[src/rtl/poll_booth_multi_pkg.sv]
// Shared types for the voting counter: session/scan state encodings and a one-hot test.
package poll_pkg;

    localparam logic [1:0] ENC_IDLE   = 2'd0;
    localparam logic [1:0] ENC_OPEN   = 2'd1;
    localparam logic [1:0] ENC_CLOSED = 2'd2;

    typedef enum logic [1:0] {
        ST_IDLE   = ENC_IDLE,
        ST_OPEN   = ENC_OPEN,
        ST_CLOSED = ENC_CLOSED
    } state_t;

    typedef enum logic {
        SC_SCAN = 1'b0,
        SC_DONE = 1'b1
    } scan_t;

    function automatic logic is_onehot(input logic [15:0] v);
        logic [4:0] cnt;
        cnt = '0;
        for (int unsigned i = 0; i < 16; i++) begin
            cnt = cnt + {4'd0, v[i]};
        end
        return (cnt == 5'd1);
    endfunction

endpackage

[src/rtl/poll_booth_multi_if.sv]
// Button/control and result bus of the voting counter; master drives i_*, slave drives o_*.
interface poll_booth_multi_if #(
    parameter int N_CAND = 4,
    parameter int CNT_W  = 16
);
    logic                      i_open;
    logic                      i_close;
    logic [N_CAND-1:0]         i_vote;
    logic [1:0]                o_state;
    logic [N_CAND*CNT_W-1:0]   o_counts;
    logic [CNT_W-1:0]          o_invalid;
    logic                      o_results_valid;
    logic [3:0]                o_winner;
    logic                      o_tie;
    logic                      o_winner_valid;

    modport master (
        output i_open, i_close, i_vote,
        input  o_state, o_counts, o_invalid, o_results_valid,
               o_winner, o_tie, o_winner_valid
    );

    modport slave (
        input  i_open, i_close, i_vote,
        output o_state, o_counts, o_invalid, o_results_valid,
               o_winner, o_tie, o_winner_valid
    );
endinterface

[src/rtl/poll_booth_multi_winner_scan.sv]
// Sequential winner scanner: one tally per cycle, lowest index wins, tie flag on repeated maximum.
module poll_winner_scan
    import poll_pkg::*;
#(
    parameter int N_CAND = 4,
    parameter int CNT_W  = 16
) (
    input  logic                    clk,
    input  logic                    rst,
    input  logic                    i_active,
    input  logic [N_CAND*CNT_W-1:0] i_tallies,
    output logic [3:0]              o_winner,
    output logic                    o_tie,
    output logic                    o_valid
);

    scan_t            r_st,   w_st_n;
    logic [3:0]       r_idx,  w_idx_n;
    logic [CNT_W-1:0] r_best, w_best_n;
    logic [3:0]       r_win,  w_win_n;
    logic             r_tie,  w_tie_n;
    logic [CNT_W-1:0] w_cur;

    assign w_cur = i_tallies[r_idx*CNT_W +: CNT_W];

    always_ff @(posedge clk or posedge rst) begin
        if (rst) begin
            r_st   <= SC_SCAN;
            r_idx  <= '0;
            r_best <= '0;
            r_win  <= '0;
            r_tie  <= 1'b0;
        end else begin
            r_st   <= w_st_n;
            r_idx  <= w_idx_n;
            r_best <= w_best_n;
            r_win  <= w_win_n;
            r_tie  <= w_tie_n;
        end
    end

    // Scanner state is held cleared whenever the session is not CLOSED.
    always_comb begin
        w_st_n   = r_st;
        w_idx_n  = r_idx;
        w_best_n = r_best;
        w_win_n  = r_win;
        w_tie_n  = r_tie;
        if (!i_active) begin
            w_st_n   = SC_SCAN;
            w_idx_n  = '0;
            w_best_n = '0;
            w_win_n  = '0;
            w_tie_n  = 1'b0;
        end else begin
            unique case (r_st)
                SC_SCAN: begin
                    if (r_idx == 4'd0) begin
                        w_best_n = w_cur;
                        w_win_n  = 4'd0;
                        w_tie_n  = 1'b0;
                    end else if (w_cur > r_best) begin
                        w_best_n = w_cur;
                        w_win_n  = r_idx;
                        w_tie_n  = 1'b0;
                    end else if (w_cur == r_best) begin
                        w_tie_n  = 1'b1;
                    end
                    w_idx_n = r_idx + 4'd1;
                    if (r_idx == 4'(N_CAND - 1)) begin
                        w_st_n = SC_DONE;
                    end
                end
                SC_DONE: begin
                end
                default: w_st_n = SC_SCAN;
            endcase
        end
    end

    assign o_valid  = i_active && (r_st == SC_DONE);
    assign o_winner = o_valid ? r_win : 4'd0;
    assign o_tie    = o_valid && r_tie;

endmodule

[src/rtl/poll_booth_multi.sv]
// N-candidate voting counter with session FSM and saturating tallies.
// Optional winner scan built when POLL_WINNER_EN is defined.
module poll_booth_multi
    import poll_pkg::*;
#(
    parameter int N_CAND = 4,
    parameter int CNT_W  = 16
) (
    input  logic               clk,
    input  logic               rst,
    poll_booth_multi_if.slave  bus
);

    state_t                        r_state, w_next;
    logic [N_CAND-1:0]             r_vote_q;
    logic [N_CAND-1:0][CNT_W-1:0]  r_tally;
    logic [CNT_W-1:0]              r_invalid;
    logic                          w_event;
    logic                          w_onehot;
    logic                          w_clear;

    always_comb begin
        w_next = r_state;
        unique case (r_state)
            ST_IDLE:   if (bus.i_open)  w_next = ST_OPEN;
            ST_OPEN:   if (bus.i_close) w_next = ST_CLOSED;
            ST_CLOSED: if (bus.i_open)  w_next = ST_OPEN;
            default:   w_next = ST_IDLE;
        endcase
    end

    // A ballot needs the buttons to have been all-released on the previous cycle.
    assign w_clear  = (r_state != ST_OPEN) && (w_next == ST_OPEN);
    assign w_event  = (r_state == ST_OPEN) && (r_vote_q == '0) && (bus.i_vote != '0);
    assign w_onehot = is_onehot(16'(bus.i_vote));

    always_ff @(posedge clk or posedge rst) begin
        if (rst) begin
            r_state   <= ST_IDLE;
            r_vote_q  <= '0;
            r_tally   <= '0;
            r_invalid <= '0;
        end else begin
            r_state  <= w_next;
            r_vote_q <= bus.i_vote;
            if (w_clear) begin
                r_tally   <= '0;
                r_invalid <= '0;
            end else if (w_event) begin
                if (w_onehot) begin
                    for (int unsigned k = 0; k < N_CAND; k++) begin
                        if (bus.i_vote[k] && (r_tally[k] != '1)) begin
                            r_tally[k] <= r_tally[k] + CNT_W'(1);
                        end
                    end
                end else if (r_invalid != '1) begin
                    r_invalid <= r_invalid + CNT_W'(1);
                end
            end
        end
    end

    assign bus.o_state         = r_state;
    assign bus.o_counts        = (r_state == ST_CLOSED) ? r_tally : '0;
    assign bus.o_invalid       = r_invalid;
    assign bus.o_results_valid = (r_state == ST_CLOSED);

`ifdef POLL_WINNER_EN
    poll_winner_scan #(
        .N_CAND (N_CAND),
        .CNT_W  (CNT_W)
    ) u_scan (
        .clk       (clk),
        .rst       (rst),
        .i_active  (r_state == ST_CLOSED),
        .i_tallies (r_tally),
        .o_winner  (bus.o_winner),
        .o_tie     (bus.o_tie),
        .o_valid   (bus.o_winner_valid)
    );
`else
    assign bus.o_winner       = 4'd0;
    assign bus.o_tie          = 1'b0;
    assign bus.o_winner_valid = 1'b0;
`endif

endmodule

[src/flat_wrapper.sv]
// flat-port wrapper written by rule: the top's interface ports become plain ports
module poll_booth_multi_flat import poll_pkg::*;
#(
    parameter int N_CAND = 4,
    parameter int CNT_W  = 16
)
  (clk, rst, bus_i_open, bus_i_close, bus_i_vote, bus_o_state, bus_o_counts, bus_o_invalid, bus_o_results_valid, bus_o_winner, bus_o_tie, bus_o_winner_valid);
  poll_booth_multi_if #(.N_CAND(N_CAND), .CNT_W(CNT_W)) bus_i ();
  input  logic clk;
  input  logic rst;
  input wire logic [$bits(bus_i.i_open)-1:0] bus_i_open;
  input wire logic [$bits(bus_i.i_close)-1:0] bus_i_close;
  input wire logic [$bits(bus_i.i_vote)-1:0] bus_i_vote;
  output wire logic [$bits(bus_i.o_state)-1:0] bus_o_state;
  output wire logic [$bits(bus_i.o_counts)-1:0] bus_o_counts;
  output wire logic [$bits(bus_i.o_invalid)-1:0] bus_o_invalid;
  output wire logic [$bits(bus_i.o_results_valid)-1:0] bus_o_results_valid;
  output wire logic [$bits(bus_i.o_winner)-1:0] bus_o_winner;
  output wire logic [$bits(bus_i.o_tie)-1:0] bus_o_tie;
  output wire logic [$bits(bus_i.o_winner_valid)-1:0] bus_o_winner_valid;
  assign bus_i.i_open = bus_i_open;
  assign bus_i.i_close = bus_i_close;
  assign bus_i.i_vote = bus_i_vote;
  assign bus_o_state = bus_i.o_state;
  assign bus_o_counts = bus_i.o_counts;
  assign bus_o_invalid = bus_i.o_invalid;
  assign bus_o_results_valid = bus_i.o_results_valid;
  assign bus_o_winner = bus_i.o_winner;
  assign bus_o_tie = bus_i.o_tie;
  assign bus_o_winner_valid = bus_i.o_winner_valid;
  poll_booth_multi #(.N_CAND(N_CAND), .CNT_W(CNT_W)) u_core (.clk(clk), .rst(rst), .bus(bus_i));
endmodule
[config.mk]
export PLATFORM = sky130hd
export DESIGN_NAME = poll_booth_multi_flat
export DESIGN_NICKNAME = d
export VERILOG_FILES = /design/src/rtl/poll_booth_multi_pkg.sv /design/src/rtl/poll_booth_multi_if.sv /design/src/rtl/poll_booth_multi_winner_scan.sv /design/src/rtl/poll_booth_multi.sv /design/src/flat_wrapper.sv
export SDC_FILE = /design/constraint.sdc
export NUM_CORES = 1
export LEC_CHECK = 0
export ABC_AREA = 1
export BUFFER_PORTS_ARGS = -buffer_cell sky130_fd_sc_hd__buf_2
export CORE_MARGIN = 10
export CORE_UTILIZATION = 58
export DETAILED_ROUTE_END_ITERATION = 16
export PLACE_DENSITY_LB_ADDON = 0.05
export SYNTH_ARGS = -nofsm -noshare
export SYNTH_HDL_FRONTEND = slang
export SYNTH_SLANG_ARGS = --single-unit
[constraint.sdc]
create_clock -name clk -period 3.7 [get_ports clk]
set_clock_uncertainty 0.05 [all_clocks]
set_input_delay 0.74 -clock clk [delete_from_list [all_inputs] [get_ports clk]]
set_output_delay 0.74 -clock clk [all_outputs]
set_load 0.02 [all_outputs]
==> results of run 1 <==
-- power by group through the flow --
stage	registers (mW)	logic [mW]	clock network, mW
after floorplan	1.03	0.256	0
after global placement	1.01	0.362	0
after detailed placement	1.01	0.366	0
after CTS	0.991	0.367	0.809
after global routing	0.997	0.407	0.855
final	0.991	0.362	0.801
-- final cells by class --
class | instances | share of cell area [%]
clock inverter | 5 | 1.54
multi-input combinational | 771 | 50.8
clock buffer | 11 | 1.90
timing repair buffer | 98 | 7.55
inverter | 87 | 4.73
tap | 136 | 2.46
sequential | 86 | 31.1
-- layer usage --
metal | share of wire (%) | global-route usage [%]
met2 | 48 | 35.7
met4 | 1.5 | 6.40
met1 | 45 | 27.6
met5 | 0 | 0
met3 | 5.3 | 3.33
-- cell usage after synthesis, drive strengths merged, types with 2 or more instances --
| library cell | n |
|---|---|
| nand2 | 371 |
| nor2 | 206 |
| dfrtp | 86 |
| inv | 86 |
| nand3 | 70 |
| nand4 | 45 |
| o21ai | 24 |
| xor2 | 24 |
| buf | 22 |
| clkbuf | 10 |
| ha | 8 |
| o21bai | 7 |
| nor3b | 3 |
| and2 | 2 |
| nor3 | 2 |
-- final timing paths --
kind	endpoint	slack, ns	depth (start not counted)
hold / removal	u_core.r_tally[46]	0.49	2
setup / recovery	u_core.r_tally[54]	0.69	11
min in group clk	u_core.r_tally[31]	0.50	2
setup reg to reg	u_core.r_tally[30]	1.42	6
hold reg to reg	u_core.r_tally[31]	0.50	2
max in group asynchronous	u_core.r_tally[58]	2.41	3
-- metrics by stage --
| stage | cells | hold WS [ns] | cell area (um2) |
|---|---|---|---|
| floorplan | 976 | 0.434 | 6190 |
| global placement | 1178 | 0.468 | 6690 |
| detailed placement | 1178 | 0.473 | 6690 |
| CTS | 1194 | 0.495 | 6930 |
| global route | 1194 | 0.510 | 6930 |
| finish | 1194 | 0.486 | 6930 |
-- flip-flops by register name, summed over array words and instances (netlist names) --
name	count
u_core.bus.o_invalid	16
u_core.bus.o_state	2
u_core.r_tally	64
u_core.r_vote_q	4
-- kinds of logic after synthesis --
kind of cell / after synthesis / synth area share [%]
xor gates and xnor gates: 25 / 3.55
AOI/OAI and AO/OA: 32 / 3.36
DFF: 86 / 34.9
other: 1 / 0.0607
buffers and inverters: 119 / 8.53
and+or+nand+nor: 699 / 47.7
adders and majority gates: 9 / 1.95
-- worst reg2reg max path, cell delays in order (launching register included) --
cell,delay (ns)
sky130_fd_sc_hd__dfrtp_1,0.38
sky130_fd_sc_hd__inv_1,0.11
sky130_fd_sc_hd__nand2_1,0.41
sky130_fd_sc_hd__inv_2,0.67
sky130_fd_sc_hd__o21bai_1,0.41
sky130_fd_sc_hd__nand2_1,0.11
sky130_fd_sc_hd__nand2_1,0.09
==> results list, run 1 <==
- The worst path meets setup with just under 0.7 ns of slack.
- Antenna violation net count after detailed routing: 0
- # DRC: 0
- The most used flip-flop cell after synthesis is sky130_fd_sc_hd__dfrtp_1.
- Static timing analysis puts the maximum clock frequency at around 330 MHz.
- The most critical setup path has its startpoint at bus_i_vote[0].
- Net count, final: 1070
- In this run the biggest area consumer among cell types represents 34.9% of the synthesized area.
- Count of final max-slew check failures: 0
- Seq/Total Area, Yosys: 34.9%
- Vertical extent of the die: between 100 and 150 um
* Dpl hpwl: between 10 and 15 mm
- Proportion of layout cells with a drive suffix above 1: a little over an eighth
* Commonest non-fill, non-tap cell in the layout: sky130_fd_sc_hd__nand2_1
- In this run the static leakage power is between 3 and 4 nW.
- Synthesis instantiated 31 different standard cells from the library.
- Required time of the worst setup path: 3.90 ns
* # Post-CTS Setup Buffers: 0
- Async set-reset flop share out of synthesis: 100%
* Pre-CTS WS: ~0.32 ns
- Worst path cell trace: buf_2 > inv_1 > ha_1 > fa_1 > ha_1 > nor3_1 > nand3_2 > nand2_4 > nand2_4 > nand2_1 > nand2_1
- Global routing used 21.3% of the available tracks across all layers.
- In this run the worst path has a maximum fanout of 24.
- Total CTS buffers: 9
* Cells taking the most area after synthesis: sky130_fd_sc_hd__dfrtp_1 (35%), sky130_fd_sc_hd__nand2_1 (22%), sky130_fd_sc_hd__nor2_1 (12%), sky130_fd_sc_hd__nand3_1 (5.5%), sky130_fd_sc_hd__inv_1 (5.1%)
* Largest delay share family, worst path: simple AND/OR/NAND/NOR gates
* Count of antenna diodes in the layout: 0
* First-pass GRT wire length: ~27 mm
- RSZ-0062 raised after global routing: false
- Cells after Synth: about 1000
- Area delta synth->final: 12.2%
* Fraction of power spent switching nets: a little under a third
- For this design the total switching power over the nets is between 600 and 700 uW.
- The number of antenna violations at the first check in global routing came to 0.
- Die ar.: 15200 um2
* Register share of total power: 46.0%
- The clock passes through at most 2 buffers.
- Area taken by multi-input logic gates: around 3500 um2
- Summing internal, switching and leakage power gives 2.15 mW.
- At the pin with the least slew margin, the transition time is between 0.9 and 1 ns.
- Row count: 37
* Fin crit period: between 3 and 4 ns
- Mapped Avg Cell Area: 6.36 um2
- Type of the worst min-delay path: input pin to asynchronous set/reset pin
- Floorplan Core Area: about 10000 um2
- The Yosys step of the flow raised 0 warnings.
- The via count of the first global-routing pass was about 5800.
- Clk network pwr share: 37.2%
* Max VDD drop: approximately 0.00024 V
- DR vias/cell: slightly above 5
- From left edge to right edge, the die measures around 120 um.
- After detailed routing, the average wire length per cell comes to roughly 13 um.
* Number of design-rule violations left by the first detailed-router iteration: approximately 560
* Number of vias in the routed layout: approximately 6200
* Number of enable-type register cells in the synthesized netlist: 0
* CTS H-tree lvls: 3
* Filler cell count in the final layout: between 1000 and 1500
- Setup violations remaining at the end of the flow were counted as 0.
* Max-cap check violation count: 0
* Relative slew margins: ~40%
- At the end of routability-driven placement, the weighted congestion stood at roughly 0.91.
- Sequential standard cell area: between 2000 and 2500 um2
- Element type at the critical path end: flip-flop
* Hold Fails Final Rpt: 0
- Status: completed
* Insertion delay to the later sink of the worst-skew pair: approximately 0.36 ns
- CP Data Arrival Time: about 3.2 ns
* Area leader, netlist: sky130_fd_sc_hd__dfrtp_1
* Number of detailed-routing iterations run before antenna repair: 5
- Hold-fix buffers at CTS: 0
* Aggregate global routing overflow: 0
- The slowest stage of the critical path is the sky130_fd_sc_hd__fa_1 cell.
- The top cell types in the final layout, fill and taps aside, are sky130_fd_sc_hd__nand2_1 (357), sky130_fd_sc_hd__nor2_1 (198), sky130_fd_sc_hd__buf_2 (90).
- The critical path is of the input pin to flip-flop type.
- TritonCTS built the clock tree.
- PortBufs: 90
- The share of total power dissipated in combinational logic is between 10% and 20%.
- Clock-pin slew was measured on the worst setup and hold paths at roughly 0.09 ns.
* Number of primary I/O pins: between 90 and 100
- Clock tree synthesis selected as its root buffer the cell sky130_fd_sc_hd__clkbuf_8.
- Final core occ: between 60% and 70%
- Critical path buffer and inverter count: 2
- Summing every instance area after synthesis gives ~6000 um2.
- Entering global routing, the biggest net connects 52 pins.
* Final Routed Wirelength: roughly 16 mm
- Critical path startpoint category: input pin
* Cell area power density: ~310 nW/um2
- Clock tree synthesis found a total of 86 sinks.
- Setup TNS: 0 ns
- Yosys reg bits: 86
- On the worst path, the slowest cell contributes a delay of just under 0.4 ns.
* Final clock period utilization by the worst path: 81.3%
- Once the clock tree was built, the resizer swapped 0 gates to a different size.
- The internal portion of the total power is approximately 1.5 mW.
- The startpoint identified for the worst register-to-register timing path is u_core.bus.o_state[0].
- Starting utilization of the core area: between 50 and 60%
No activity file was read; power rests on OpenSTA's default activity.
==> run 2, diff against run 1 <==
--- a/config.mk
+++ b/config.mk
@@ -5,10 +5,10 @@
 export SDC_FILE = /design/constraint.sdc
 export NUM_CORES = 1
 export LEC_CHECK = 0
-export ABC_AREA = 1
+export ABC_AREA = 0
 export BUFFER_PORTS_ARGS = -buffer_cell sky130_fd_sc_hd__buf_2
 export CORE_MARGIN = 10
-export CORE_UTILIZATION = 58
+export CORE_UTILIZATION = 51
 export DETAILED_ROUTE_END_ITERATION = 16
 export PLACE_DENSITY_LB_ADDON = 0.05
 export SYNTH_ARGS = -nofsm -noshare
==> constraint.sdc (replaced) <==
create_clock -name clk -period 2.63 [get_ports clk]
set_clock_uncertainty 0.05 [all_clocks]
set_input_delay 0.526 -clock clk [delete_from_list [all_inputs] [get_ports clk]]
set_output_delay 0.526 -clock clk [all_outputs]
set_load 0.02 [all_outputs]
==> run 2 against run 1 <==
Register-to-register slack lost 1.3 ns. Via count shrank 25%. Non-clock buffer count grew 30. Sequential power grew 41%. First-iteration DRC count shrank 55%. Global-route usage shrank 2.7 points. Die area shrank 3.3%. Count of clock-buffer cells in the layout grew 4. Highest routed layer unchanged.
==> results list, run 2 <==
- The die outline width is 121 um (-1.7%).
- The number of enable flip-flop cells after synthesis came to 0 (unchanged).
* Path type of the worst setup path: input pin to flip-flop
* Top-area cell type share of the netlist area: 41.2% (+6.4 points)
* Final Routed Wirelength: 13.7 mm (-14%)
* Clk pin slew, worst setup/hold paths: 0.08 ns (about the same)
- Crit Reg-Reg Startpoint: u_core.r_tally[16]
- Floorplan Core Area: 9860 um2 (-4.9%)
- The antenna diode instance count was 0 (unchanged).
- Slowest stage delay, CP: 0.48 ns (+0.09 ns)
* Commonest non-fill, non-tap cell in the layout: sky130_fd_sc_hd__buf_2
- The number of DRC markers in iteration 0 is 250 (-55%).
- Die ar.: 14700 um2 (-3.3%)
- Vertical extent of the die: 121 um (-1.7%)
* Internal power consumption: 1.96 mW (+31%)
- The end-of-flow core utilization came to 68.9% (+2.1 points).
- Type of the worst min-delay path: input pin to asynchronous set/reset pin
* Commonest cells after routing, fill and taps aside: sky130_fd_sc_hd__buf_2 (88), sky130_fd_sc_hd__dfrtp_1 (86), sky130_fd_sc_hd__nor2_1 (80)
- The synthesized design spends more area on one cell type than any other, namely sky130_fd_sc_hd__dfrtp_1.
* Critical Path Most Common Cell: sky130_fd_sc_hd__ha_4
* Clock Root Buffer: sky130_fd_sc_hd__clkbuf_8
- The net count of the finished layout was 712 (-33%).
* Maximum operating frequency: roughly 380 MHz
- The worst-skew pair later-pin latency came to 0.37 ns (about the same).
- The final instance count without filler cells came to 832 (-30%).
* Post-Syn Area: 5220 um2 (-16%)
- Number of vias in the routed layout: 4605 (-25%)
- Post-synth cell types: 51 (+65%)
* CTS tree: built
- Commonest cells in the synthesized netlist: sky130_fd_sc_hd__dfrtp_1 (86), sky130_fd_sc_hd__nor2_1 (82), sky130_fd_sc_hd__and2_1 (57)
* Area delta synth->final: 30.3%
- Logic gate share of total power: 17.5% (+0.7 points)
* Wire length per cell: 16.5 um (+23%)
- The worst voltage drop across the vdd grid came to 0.000251 V (+4.1%).
- Status: completed
* PortBufs: 90 (unchanged)
- Most frequent cell after synthesis: sky130_fd_sc_hd__dfrtp_1
- Total setup violations reported at the end of the flow: 0 (unchanged)
- Max reg flops: 64 (unchanged)
- The number of antenna violations at the first check in global routing was 0 (unchanged).
- The sum of net half-perimeters after detailed placement was 9.66 mm (-19%).
- Number of primary I/O pins: 97 (unchanged)
- Max clock buf depth: 2 (unchanged)
* Area of all placed cells without fillers: 6800 um2 (-1.9%)
- The wire length of the first global-routing pass was 22.7 mm (-16%).
* Filler cell count in the final layout: 789 (-23%)
* Actual slew at the worst max-slew pin: 1.05 ns (+0.141 ns)
* Most flops, register: u_core.r_tally
* Number of sinks handled by clock tree synthesis: 86 (unchanged)
- Async set-reset flop share out of synthesis: 100% (unchanged)
* Reported leakage power: 2.94 nW (-14%)
- The remaining max-slew budget at the tightest pin is 29.7% (-9.6 points).
* GP Congestion: 0.816 (-10%)
- Final clock period utilization by the worst path: roughly 100%
* CP Data Arrival Time: 2.86 ns (-0.34 ns)
- The final count of pins violating max slew was 0 (unchanged).
- Crit path from: bus_i_vote[0]
* Element type at the critical path end: flip-flop
* DR vias/cell: 5.53 (+6.9%)
- Required time of the worst setup path: 2.88 ns (-1.02 ns)
- The part of the total power dissipated in the clock network came to 32.5% (-4.7 points).
* Main flop type after synthesis: sky130_fd_sc_hd__dfrtp_1
* Number of detailed-routing iterations run before antenna repair: 4 (-1)
- Fraction of power spent switching nets: 29.9% (-0.66 points)
- Dpl cells: 815 (-31%)
- The count of standard-cell rows was 36 (-2.7%).
* Register share of total power: 50.0% (+4.0 points)
* Hold Fails Final Rpt: 0 (unchanged)
- Worst path cell trace: buf_8 > inv_6 > ha_4 > fa_2 > ha_4 > nor3b_4 > a41oi_4 > buf_6 > or4_4 > a21oi_2
- The share of cells above drive strength 1 is 30.6% (+17 points).
- Area of placed instances: 6400 um2 (-4.3%)
- Aggregate global routing overflow: 0 (unchanged)
- The total clock buffers created by CTS came to 9 (unchanged).
* Antenna violation net count after detailed routing: 0 (unchanged)
- The worst setup path is launched from an input pin.
* Cells taking the most area after synthesis: sky130_fd_sc_hd__dfrtp_1 (41%), sky130_fd_sc_hd__xnor2_1 (9.2%), sky130_fd_sc_hd__and2_1 (6.8%), sky130_fd_sc_hd__nor2_1 (5.9%), sky130_fd_sc_hd__nand3_1 (3.9%)
* Pin count of the biggest net entering global routing: 87 (+67%)
- Cells after Synth: 591 (-39%)
- The max-cap violation count is 0 (unchanged).
* Maximum net fanout on the critical path: 7 (-71%)
* Hold-fix buffers at CTS: 0 (unchanged)
* # DRC: 0 (unchanged)
- Seq/Total Area, Yosys: 41.2% (+6.4 points)
- GRT Overall Usage: 18.6% (-2.7 points)
* Number of global-route vias before repair: 4663 (-19%)
- The initial core utilization is 52.9% (-6.7 points).
- Setup repair after global routing could not meet its margin everywhere.
* Switching power summed over all nets: 836 uW (+27%)
* Cell area power density: 412 nW/um2 (+32%)
* Slowest-stage cell, CP: sky130_fd_sc_hd__or4_4
- The register bit total from synthesis is 86 (unchanged).
- Counting I/O delays and the setup requirement, the final critical path takes between 2 and 3 ns.
- Mapped Avg Cell Area: 8.83 um2 (+39%)
- CTS H-tree lvls: 3 (unchanged)
- Count of synthesis-stage warnings from yosys: 0 (unchanged)
run 2: cell count changes after synthesis, moves of 14 or more:
cell	delta
sky130_fd_sc_hd__nand2_1	-323
sky130_fd_sc_hd__nand4_1	-21
sky130_fd_sc_hd__xor2_1	-19
sky130_fd_sc_hd__inv_1	-67
sky130_fd_sc_hd__nor2_1	-116
sky130_fd_sc_hd__clkbuf_1	+16
sky130_fd_sc_hd__o21ai_0	-14
sky130_fd_sc_hd__nand3_1	-27
sky130_fd_sc_hd__xnor2_1	+54
sky130_fd_sc_hd__nor4_1	+27
sky130_fd_sc_hd__and2_1	+55
run 2: power by group through the flow:
stage | registers [mW] | logic, mW | clock network [mW]
6_report | 1.40 | 0.489 | 0.910
2_1_floorplan | 1.42 | 0.296 | 0
3_3_place_gp | 1.42 | 0.443 | 0
3_5_place_dp | 1.42 | 0.453 | 0
5_1_grt | 1.41 | 0.531 | 0.970
4_1_cts | 1.40 | 0.462 | 0.924
run 2: cells by family after synthesis:
family / after synthesis / share of synthesized area [%]
AOI/OAI and AO/OA: 43 / 6.21
other: 1 / 0.0719
muxes: 7 / 1.37
buffers and inverters: 57 / 4.70
and+or+nand+nor: 328 / 34.0
xor gates and xnor gates: 60 / 10.1
adders and majority gates: 9 / 2.30
DFF: 86 / 41.2
run 2: worst paths after layout:
path	end	depth (start not counted)	slack (ns)
worst min register to register	u_core.r_tally[47]	2	0.52
worst min-delay path	u_core.r_tally[27]	3	0.19
max in group asynchronous	u_core.r_tally[9]	3	1.90
worst max register to register	u_core.r_tally[17]	6	0.13
min in group clk	u_core.bus.o_state[1]	3	0.33
worst max-delay path	u_core.r_tally[11]	10	0.02
run 2: area by class of cell:
| type | count | area, um2 | area share, % |
|---|---|---|---|
| multi-input combinational | 453 | 3370 | 49.6 |
| timing repair buffer | 128 | 843 | 12.4 |
| clock buffer | 15 | 186 | 2.74 |
| inverter | 17 | 77.6 | 1.14 |
| tap | 133 | 166 | 2.45 |
| sequential | 86 | 2150 | 31.7 |
run 2: per-layer routing:
layer  vias up  track usage [%]  share of wire, %
met5         -                0                 0
met4         0             5.81               1.0
met3        15             4.37               6.1
met2       111             31.3                48
met1      2226             23.1                45
li1       2253                -                 -
run 2: repair_timing:
item / 4_1_cts / 5_1_grt
gates resized for setup: 4 / 28
setup endpoints to repair: 8 / 34
cloned: 0 / 1
pin swaps: 2 / 8
buffers inserted: 0 / 1
run 2: metrics by stage:
stage	hold WS (ns)	TNS (ns)	total power [mW]	setup WS [ns]
6_report	0.191	0	2.80	0.0197
3_3_place_gp	0.497	-18.69	1.86	-0.360
4_1_cts	0.258	0	2.78	0.00550
5_1_grt	0.289	-0.443	2.91	-0.0620
2_1_floorplan	0.446	-5.66	1.71	-0.156
3_5_place_dp	0.509	-22.35	1.88	-0.435
run 2: worst max-delay path, delay by kind of cell:
| kind | cells | cell delay (ns) |
|---|---|---|
| adders and majority gates | 3 | 0.79 |
| AOI/OAI and AO/OA | 2 | 0.37 |
| buffers and inverters | 3 | 0.39 |
| and+or+nand+nor | 2 | 0.78 |
==> run 3, diff against run 2 <==
--- a/config.mk
+++ b/config.mk
@@ -11,6 +11,7 @@
 export CORE_UTILIZATION = 51
 export DETAILED_ROUTE_END_ITERATION = 16
 export PLACE_DENSITY_LB_ADDON = 0.05
+export RECOVER_POWER = 100
 export SYNTH_ARGS = -nofsm -noshare
 export SYNTH_HDL_FRONTEND = slang
 export SYNTH_SLANG_ARGS = --single-unit
==> run 3 against run 2 <==
Clock power barely moved. Non-clock buffer count did not move. First-iteration DRC count did not move. Worst setup slack did not move. Hold slack did not move. Fmax did not move. Via count did not move. Global-route usage did not move. Count of clock-buffer cells in the layout did not move. Largest cell class unchanged. Power barely moved.
==> results list, run 3 (synthesis gave the netlist of run 2 again) <==
- Status: completed
* Number of vias in the routed layout: 4605 (unchanged)
- The antenna diode instance count was 0 (unchanged).
* Max clock buf depth: 2 (unchanged)
- FF-to-FF End: u_core.r_tally[17]
- The time the worst path needs with I/O delays and setup came to 2.61 ns (unchanged).
- Most flops, register: u_core.r_tally
* DR vias/cell: 5.53 (unchanged)
* Commonest cells after routing, fill and taps aside: sky130_fd_sc_hd__buf_2 (88), sky130_fd_sc_hd__dfrtp_1 (86), sky130_fd_sc_hd__nor2_1 (80)
* Initial antenna violation count: 0 (unchanged)
- Floorplan Core Area: 9860 um2 (unchanged)
- Register-to-register setup slack: 0.13 ns (about the same)
* Proportion of layout cells with a drive suffix above 1: 30.6% (unchanged)
* Type of the worst min-delay path: input pin to asynchronous set/reset pin
- The area growth from synthesis to final layout came to 30.3% (unchanged).
- The number of endpoints failing setup at the final stage came to 0 (unchanged).
- The area of the multi-input gates is 3370 um2 (unchanged).
* # DRC: 0 (unchanged)
- The y dimension of the die came to 121 um (unchanged).
* Slowest-stage cell, CP: sky130_fd_sc_hd__or4_4
* Number of global-route vias before repair: 4663 (unchanged)
* Crit Reg-Reg Startpoint: u_core.r_tally[16]
- Number of sinks handled by clock tree synthesis: 86 (unchanged)
- The signal arrival time at the worst endpoint was 2.86 ns (about the same).
- The register clock-pin slew on the reported worst setup and hold paths came to 0.08 ns (about the same).
* Row count: 36 (unchanged)
- Element type at the critical path end: flip-flop
* Number of detailed-routing iterations run before antenna repair: 4 (unchanged)
* Maximum net fanout on the critical path: 7 (unchanged)
- The critical path goes through buf_8 > inv_6 > ha_4 > fa_2 > ha_4 > nor3b_4 > a41oi_4 > buf_6 > or4_4 > a21oi_2.
- Actual slew at the worst max-slew pin: 1.05 ns (unchanged)
* Filler cell count in the final layout: 789 (unchanged)
- Relative slew margins: 29.7% (unchanged)
- The critical path in this run is classified as input pin to flip-flop.
- Insertion delay to the later sink of the worst-skew pair: 0.37 ns (about the same)
* Total CTS buffers: 9 (unchanged)
- Critical path startpoint category: input pin
* Number of primary I/O pins: 97 (unchanged)
- Net count, final: 712 (unchanged)
* Cell area power density: 412 nW/um2 (about the same)
* Count of final max-slew check failures: 0 (unchanged)
* Die width: 121 um (unchanged)
- Setup repair after global routing could not meet its margin everywhere.
- Pin count of the biggest net entering global routing: 87 (unchanged)
- Reported leakage power: 2.94 nW (unchanged)
- The setup TNS is 0 ns (unchanged).
- Number of design-rule violations left by the first detailed-router iteration: 250 (unchanged)
* Max VDD drop: 0.000251 V (unchanged)
- Max-cap check violation count: 0 (unchanged)
* Dpl hpwl: 9.66 mm (unchanged)
- The count of buffering cells on the critical path with inverters included is 3 (unchanged).
- Die ar.: 14700 um2 (unchanged)
- The sequential cell area in the final layout was 2150 um2 (unchanged).
* Total power of the final layout: 2.80 mW (about the same)
- The wire length of the first global-routing pass was 22.7 mm (unchanged).
- The all-layer global routing usage came to 18.6% (unchanged).
* Starting utilization of the core area: 52.9% (unchanged)
- The count of buffers from port buffering is 90 (unchanged).
- Final Routed Wirelength: 13.7 mm (unchanged)
- Commonest non-fill, non-tap cell in the layout: sky130_fd_sc_hd__buf_2
* CTS H-tree lvls: 3 (unchanged)
- GP Congestion: 0.816 (unchanged)
* Critical Path Most Common Cell: sky130_fd_sc_hd__ha_4
- The remaining global-route overflow is 0 (unchanged).
- CTS tree: built
- Maximum operating frequency: 383 MHz (unchanged)
- Largest delay share family, worst path: adder cells
- The mean routed wirelength per cell came to 16.5 um (unchanged).
- Required time of the worst setup path: 2.88 ns (about the same)
* Final clock period utilization by the worst path: 99.3% (unchanged)
* Max reg flops: 64 (unchanged)
- Hold Fails Final Rpt: 0 (unchanged)
- Clock Root Buffer: sky130_fd_sc_hd__clkbuf_8
- The antenna violation net count after detailed routing is 0 (unchanged).
- Slowest stage delay, CP: 0.48 ns (about the same)
- R2R cell count: 6 (unchanged)
-- run 3: stage by stage --
step                      setup slack [ns]  hold WS (ns)  utilization [%]  instance area, um2  instances
after floorplan                     -0.156         0.446                -                5640        596
after global placement              -0.360         0.497             64.9                6400        815
after detailed placement            -0.435         0.509             64.9                6400        815
after CTS                          0.00550         0.258             67.0                6610        830
after global routing               -0.0620         0.289             68.9                6800        832
final                               0.0197         0.191             68.9                6800        832
-- run 3: worst max-delay path by stage --
| stage | start | end | slack [ns] | cells after the start |
|---|---|---|---|---|
| detailed placement | bus_i_vote[0] | u_core.r_tally[61] | -0.44 | 11 |
| global placement | bus_i_vote[0] | u_core.r_tally[61] | -0.36 | 11 |
| floorplan | bus_i_vote[1] | u_core.r_tally[11] | -0.16 | 10 |
| finish | bus_i_vote[0] | u_core.r_tally[11] | 0.02 | 10 |
| CTS | bus_i_vote[0] | u_core.r_tally[27] | 0.006 | 11 |
| global route | bus_i_vote[0] | u_core.r_tally[11] | -0.06 | 10 |
-- run 3: repair_timing --
| item | 4_1_cts | 5_1_grt |
|---|---|---|
| pin swaps | 2 | 8 |
| setup buffers | 0 | 1 |
| hold buffers | 0 | 0 |
| gates cloned | 0 | 1 |
| setup endpoints to repair | 8 | 34 |
| resized for setup | 4 | 28 |
-- run 3: cell type report --
class                   count  share of cell area, %
well taps                 133                   2.45
repair buffers            128                   12.4
multi-input cells         453                   49.6
inverters                  17                   1.14
flip-flops and latches     86                   31.7
clock buffers              15                   2.74
-- run 3: per-layer routing --
metal / vias to the layer above / part of all wire, % / track usage [%]
met5: - / 0 / 0
met4: 0 / 1.0 / 5.81
met3: 15 / 6.1 / 4.37
met2: 111 / 48 / 31.3
met1: 2226 / 45 / 23.1
li1: 2253 / - / -
-- run 3: where the power goes --
| group | switching (mW) | internal (mW) | total (mW) |
|---|---|---|---|
| combinational | 0.321 | 0.168 | 0.489 |
| sequential | 0.0492 | 1.35 | 1.40 |
| clock | 0.466 | 0.444 | 0.909 |
| total | 0.836 | 1.96 | 2.80 |
-- run 3: worst register-to-register path: cells and delay by family (launching register included) --
kind	cells	cell delay, ns
flip-flops	1	0.43
adder cells (fa/ha/maj)	1	0.19
multiplexers	1	0.18
AND/OR/NAND/NOR	4	1.53
